File: config.mk
export PLATFORM = sky130hd
export DESIGN_NAME = smiley_collision_detect
export DESIGN_NICKNAME = d
export VERILOG_FILES = /design/src/rtl/collision_pkg.sv /design/src/rtl/sat_counter.sv /design/src/rtl/smiley_collision_detect.sv
export SDC_FILE = /design/constraint.sdc
export NUM_CORES = 1
export LEC_CHECK = 0
export BUFFER_PORTS_ARGS = -buffer_cell sky130_fd_sc_hd__buf_2
export CAP_MARGIN = 20
export CELL_PAD_IN_SITES_DETAIL_PLACEMENT = 1
export CELL_PAD_IN_SITES_GLOBAL_PLACEMENT = 1
export CORE_MARGIN = 2
export CORE_UTILIZATION = 38
export CTS_CLUSTER_SIZE = 25
export DETAILED_ROUTE_END_ITERATION = 12
export PLACE_DENSITY_LB_ADDON = 0.2
export RECOVER_POWER = 50
export SLEW_MARGIN = 15
export SYNTH_ARGS = -nofsm -noshare
export SYNTH_HDL_FRONTEND = slang
export SYNTH_HIERARCHICAL = 1
export SYNTH_SLANG_ARGS = --single-unit
File: constraint.sdc
create_clock -name clk -period 2 [get_ports clk]
set_input_delay 0.1 -clock clk [delete_from_list [all_inputs] [get_ports clk]]
set_output_delay 0.1 -clock clk [all_outputs]
set_load 0.01 [all_outputs]
File: src/rtl/collision_pkg.sv
// Shared types and constants for the smiley collision detector.
package collision_pkg;

  typedef enum logic [0:0] {
    ARMED    = 1'b0,
    COOLDOWN = 1'b1
  } collision_state_t;

  localparam int COORD_W = 11;
  localparam int MAX_OBJ = 8;

endpackage

File: src/rtl/sat_counter.sv
// Up-counter that sticks at all-ones instead of wrapping.
module sat_counter #(
  parameter int W = 16
) (
  input  logic         clk,
  input  logic         resetN,
  input  logic         inc,
  output logic [W-1:0] count
);

  // Count increments, holding once every bit is set.
  always_ff @(posedge clk or negedge resetN) begin
    if (!resetN) begin
      count <= {W{1'b0}};
    end else if (inc && (count != {W{1'b1}})) begin
      count <= count + W'(1'b1);
    end
  end

endmodule

File: src/rtl/smiley_collision_detect.sv
// Per-frame smiley/object overlap detector with a registered collision pulse.
// Optional post-report frame cooldown is enabled by SMILEY_COLLISION_COOLDOWN_EN.
module smiley_collision_detect
  import collision_pkg::*;
#(
  parameter int N_OBJ           = 4,
  parameter int COOLDOWN_FRAMES = 15,
  parameter int CNT_W           = 16
) (
  input  logic               clk,
  input  logic               resetN,
  input  logic               startOfFrame,
  input  logic [COORD_W-1:0] pixelX,
  input  logic [COORD_W-1:0] pixelY,
  input  logic               smileyDrawingRequest,
  input  logic [N_OBJ-1:0]   objDrawingRequest,
  output logic               collision,
  output logic [N_OBJ-1:0]   collisionMask,
  output logic [COORD_W-1:0] hitX,
  output logic [COORD_W-1:0] hitY,
  output logic [CNT_W-1:0]   hitCount
);

  logic [N_OBJ-1:0]   ov_s;
  logic [N_OBJ-1:0]   frame_mask_r;
  logic [COORD_W-1:0] hit_x_acc_r;
  logic [COORD_W-1:0] hit_y_acc_r;
  collision_state_t   state_r;
  logic               report_s;
  logic               seed_s;
`ifdef SMILEY_COLLISION_COOLDOWN_EN
  logic [7:0]         cd_cnt_r;
`endif

  // Overlap decode, report decision, and whether the boundary overlap seeds the next frame.
  always_comb begin
    ov_s     = {N_OBJ{smileyDrawingRequest}} & objDrawingRequest;
    report_s = startOfFrame && (state_r == ARMED) && (frame_mask_r != {N_OBJ{1'b0}});
`ifdef SMILEY_COLLISION_COOLDOWN_EN
    case (state_r)
      ARMED:    seed_s = !report_s;
      COOLDOWN: seed_s = (cd_cnt_r <= 8'd1);
      default:  seed_s = 1'b0;
    endcase
`else
    seed_s = 1'b1;
`endif
  end

  // Frame accumulator, report registers and cooldown state.
  always_ff @(posedge clk or negedge resetN) begin
    if (!resetN) begin
      state_r       <= ARMED;
      frame_mask_r  <= {N_OBJ{1'b0}};
      hit_x_acc_r   <= {COORD_W{1'b0}};
      hit_y_acc_r   <= {COORD_W{1'b0}};
      collision     <= 1'b0;
      collisionMask <= {N_OBJ{1'b0}};
      hitX          <= {COORD_W{1'b0}};
      hitY          <= {COORD_W{1'b0}};
`ifdef SMILEY_COLLISION_COOLDOWN_EN
      cd_cnt_r      <= 8'd0;
`endif
    end else begin
      collision <= report_s;
      if (report_s) begin
        collisionMask <= frame_mask_r;
        hitX          <= hit_x_acc_r;
        hitY          <= hit_y_acc_r;
      end

      // The boundary clk opens the new frame; its overlap never counts toward the old one.
      if (startOfFrame) begin
        if (seed_s && (ov_s != {N_OBJ{1'b0}})) begin
          frame_mask_r <= ov_s;
          hit_x_acc_r  <= pixelX;
          hit_y_acc_r  <= pixelY;
        end else begin
          frame_mask_r <= {N_OBJ{1'b0}};
          hit_x_acc_r  <= {COORD_W{1'b0}};
          hit_y_acc_r  <= {COORD_W{1'b0}};
        end
      end else if (state_r == ARMED) begin
        frame_mask_r <= frame_mask_r | ov_s;
        if ((frame_mask_r == {N_OBJ{1'b0}}) && (ov_s != {N_OBJ{1'b0}})) begin
          hit_x_acc_r <= pixelX;
          hit_y_acc_r <= pixelY;
        end
      end

`ifdef SMILEY_COLLISION_COOLDOWN_EN
      if (report_s) begin
        state_r  <= COOLDOWN;
        cd_cnt_r <= 8'(COOLDOWN_FRAMES);
      end else if (startOfFrame && (state_r == COOLDOWN)) begin
        cd_cnt_r <= cd_cnt_r - 8'd1;
        if (cd_cnt_r <= 8'd1) begin
          state_r <= ARMED;
        end
      end
`else
      state_r <= ARMED;
`endif
    end
  end

  sat_counter #(.W(CNT_W)) u_hit_cnt (
    .clk    (clk),
    .resetN (resetN),
    .inc    (report_s),
    .count  (hitCount)
  );

endmodule
======== Yosys cells after proc, flatten, opt, wreduce, memory -nomap -nowiden ========
Index checks and enable logic that the tools add are counted.
word-level totals
  bits in registers ....................... 69
  bits in latches ......................... 0
  memories ................................ 0
  bits in read-only memories .............. 0
  memory bits (writable) .................. 0
  input port bits ......................... 30
operators by class
  eq/ne operators ......................... 1
  reductions and logical operators ........ 7
  bitwise logic cells ..................... 2
  multipliers ............................. 0
  divide/modulo/power cells ............... 0
  add/sub/neg operators ................... 1
  multiplexer cells ....................... 8
  shift-type cells ........................ 0
  $lt $le $gt $ge ......................... 0
operators with widths
  operator               count
  $mux 11                6
  $add 16x1->16 const B  1
  $ne 16x16->1 const B   1
  $mux 4                 2
  $reduce_bool 4->1      2
  $and 4x4->4            1
  $logic_not 4->1        1
  $or 4x4->4             1
  $logic_and 1x1->1      3
  $reduce_bool 2->1      1

======== Depth between registers and ports, before layout ========
  depth in word-level cells ............... 5
  depth in mapped cells ................... 8
  mapped depth without buffers ............ 7

======== Modules after synthesis ========
The synthesis kept the hierarchy.
modules (own cells, without submodules)
  module                   instances  cells each  area an instance (um^2)
  smiley_collision_detect  1          118         1,959.4
  sat_counter              1          72          859.6

======== Worst setup path after synthesis ========
Ideal clock, no wire load.
  kind .................................... flip-flop to flip-flop
  from .................................... register frame_mask_r[1]
  to ...................................... register u_hit_cnt.count[7]
  stages on the path, launching flop included .. 9
  required time ........................... 1.868 ns
  path slack .............................. -0.130 ns
  setup time .............................. 0.132 ns
  arrival ................................. 1.997 ns
  cell sequence ........................... dfrtp_1 > or4_4 > nand2_4 > buf_6 > inv_1 > and3_1 > and4_2 > a31oi_1 > a31oi_1
between the ends
  longest elaborated chain between the ends .. 3
ends and longest elaborated chain
  item                    line                           source
  start, declared         smiley_collision_detect.sv:25  logic [N_OBJ-1:0] frame_mask_r;
  start signal, assigned  smiley_collision_detect.sv:54  frame_mask_r <= {N_OBJ{1'b0}};
  start signal, assigned  smiley_collision_detect.sv:75  frame_mask_r <= ov_s;
  start signal, assigned  smiley_collision_detect.sv:79  frame_mask_r <= {N_OBJ{1'b0}};
  $reduce_bool 4->1       smiley_collision_detect.sv:38  report_s = startOfFrame && (state_r == ARMED) && (frame_mask_r != {N_OBJ{1'b0}});
  $logic_and 1x1->1       smiley_collision_detect.sv:38
  net report_s            smiley_collision_detect.sv:29  logic report_s;
  $logic_and 1x1->1       sat_counter.sv:15              end else if (inc && (count != {W{1'b1}})) begin
  end signal, assigned    sat_counter.sv:14              count <= {W{1'b0}};
  end signal, assigned    sat_counter.sv:16              count <= count + W'(1'b1);
  end, declared           sat_counter.sv:8               output logic [W-1:0] count
The timed path passes the listed nets, and every way through them passes these cells.
A chain may end at the register's enable or synchronous reset.

======== Worst setup path after layout ========
  from .................................... register frame_mask_r[3]
  to ...................................... register u_hit_cnt.count[7]
Same word-level chain as after synthesis.

==> flow_summary_export.csv <==
group,metric,value,unit
finish,syn_to_final_growth,33.0,%
placement,dp_slack,95.0,ps
synthesis,syn_area,0.00282,mm²
route,viasPerCell,5.05,
worst_setup_path,worst-path-max-fanout,6,
die,num_rows,31,
status,status,"finished clean",
synthesis,avgSynthCellArea,14.8,µm²
global_route,grt_pass1_vias,2313,
power,power_density,977,mW/mm²
worst_setup_path,cp-start-kind,"flip-flop",
global_route,grt_start_max_net_pins,31,
synthesis,synth.area.top_cells,"dfrtp_1 (61%), mux2_2 (9.6%), a22o_1 (8.4%)",
synthesis,synth_edf_count,0,
finish,instances_no_fill,403,
timing,fin_crit,1910,ps
die,floorplan.io_pins,73,
clocking,max-clock-path-buffers,2,
synthesis,netlist.area_leader.share,0.613,
synthesis,yosysSeqAreaShare,0.613,
global_route,overflow,0,
synthesis,syn-num-nets,221,
synthesis,ys_dominant_reg_cell,"dfrtp_1",
timing,finalClockSkew,14.2,ps
die,initial_utilization,0.391,
timing,drv_slew,0,
finish,fin_util,0.520,
die,core_area,0.00721,mm²
placement,io_buffers,72,
placement,gp_congestion,0.811,
timing,finalSetupViolations,0,
route,drcViolationCount,0,
die,fp.dieH,90.1,µm
worst_setup_path,worstPathRequired,2200,ps
timing,rsz0062_at_grt,"false",
finish,nets,330,
route,drt_iter0_markers,54,
timing,hold_ws,21.8,ps
power,peakVddDrop,0.429,mV
global_route,track_usage,0.182,
timing,fmax,0.523,GHz
clocking,numCtsBuffers,9,
route,ant_nets,0,
timing,period_share,0.957,
timing,layout_setup_ws,87.0,ps
finish,multi_input_area,0.00104,mm²
synthesis,synth_area_leader_cell,"dfrtp_1",
job,maxCapViolCount,0,
finish,fin_area,0.00375,mm²
global_route,grt_first_pass_wirelength,11700,µm
die,die_area,0.00812,mm²
route,post_drt_wl_per_cell,16.9,µm
timing,worst_pin_slew,736,ps
timing,slew_headroom,0.510,
clocking,path_clk_slew,70,ps
synthesis,yosys_warnings,6,
clocking,cts-root-buf,"clkbuf_8",
hold_path,hold_path_class,"input pin to flip-flop",
finish,n_fill_cell,772,
clocking,htreeDepth,3,
synthesis,ys_ff_latch,69,
route,wl,6810,µm
finish,antennaDiodeCount,0,
timing,hold_viol,0,
die,fp.dieW,90.1,µm
worst_setup_path,crit_arrival,2120,ps
power,power,3.66,mW
clocking,post_cts_buffers,0,
power,power.leakage,1.76,nW
placement,hpwl,4550,µm
synthesis,ys_types,36,
synthesis,yosysMostFrequentCell,"dfrtp_1",
clocking,clock_latency,340,ps
clocking,cts_tree,"done",
synthesis,syn-instance-count,190,
global_route,antenna_found_initial,0,
placement,placed_area,0.00334,mm²
route,firstDrtPassIters,4,
clocking,cts.sink_count,69,
worst_setup_path,worstSetupPathType,"flip-flop to flip-flop",
synthesis,synth_common_cells,"dfrtp_1 (69), a22o_1 (27), mux2_2 (24), nand4_1 (8), o21a_1 (6)",
synthesis,async_flop_share,1.00,
finish,drive_gt1_frac,0.355,
worst_setup_path,cp-end-kind,"flip-flop",
finish,regArea,0.00173,mm²
placement,post-place-cells,364,
timing,tns,0,ps
route,vias,2037,
## per-layer routing
layer	GRT usage	up-vias	wire (µm)
met5	0	-	0
met4	0.0731	0	88
met3	0.0360	12	254
met2	0.310	53	3440
met1	0.229	1026	3030
li1	-	946	-
## registers in the layout (all words and copies together), names as in the netlist
| register | flops |
|---|---|
| collision | 1 |
| collisionMask | 4 |
| frame_mask_r | 4 |
| hitX | 11 |
| hitY | 11 |
| hit_x_acc_r | 11 |
| hit_y_acc_r | 11 |
| u_hit_cnt/count | 16 |
## worst paths after layout
kind	start	to	slack [ps]	depth (start not counted)
min	objDrawingRequest[0]	frame_mask_r[0]	20	2
max in group asynchronous	resetN	hitX[1]	450	3
max	frame_mask_r[3]	u_hit_cnt/count[7]	90	7
max reg2reg	frame_mask_r[3]	u_hit_cnt/count[7]	90	7
min in group asynchronous	resetN	hit_y_acc_r[9]	350	2
min reg2reg	hit_x_acc_r[0]	hit_x_acc_r[0]	500	1
## critical path, stage by stage, from the launching register on
cell and delay [ps]:
dfrtp_1 390, or4_4 580, nand2_4 100, inv_4 50, and3_4 190, and4_2 260
a31oi_2 150, a31oi_1 60
## cells by family (layout without fill, tap and decap cells)
| kind of cell | after synthesis | after routing | share of synthesized area |
|---|---|---|---|
| buffers and inverters | 8 | 122 | 0.0240 |
| muxes | 26 | 26 | 0.104 |
| and+or+nand+nor | 34 | 34 | 0.100 |
| adders and majority gates | 1 | 1 | 0.00444 |
| DFF | 69 | 69 | 0.613 |
| xor gates and xnor gates | 7 | 7 | 0.0217 |
| AOI/OAI and AO/OA | 45 | 45 | 0.133 |
## area by class of cell
class,instances,area share
flip-flops and latches,69,0.461
multi-input cells,113,0.276
repair buffers,104,0.169
clock buffers,12,0.0441
well taps,99,0.0330
clock inverters,4,0.0147
inverters,2,0.00267
## cells in the final DEF, fill, tap and decap left out, types with 3 or more instances in the layout
cell           netlist  final
clkbuf_8             0     12
dfrtp_1             69     69
buf_2                0     42
dlygate4sd3_1        0     23
xnor2_1              5      5
mux2_2              24     24
buf_4                2      7
a22o_1              27     27
o21a_1               6      6
nand4_1              8      8
nand2_1              4      4
clkbuf_1             0     29
a21oi_1              3      3
nand3_1              5      5
## report_power, final
part,internal (mW),total [mW],leakage [nW],switching [mW]
sequential,1.59,1.79,0.895,0.198
clock,0.683,1.20,0.109,0.521
combinational,0.326,0.668,0.756,0.342
## timing repair
item | CTS | global route
endpoints found under the setup margin | 0 | 1
gates resized for setup | 0 | 1
hold buffers | 23 | 0
hold endpoints to repair | 49 | 0
Power figures use the tool's default switching activity.
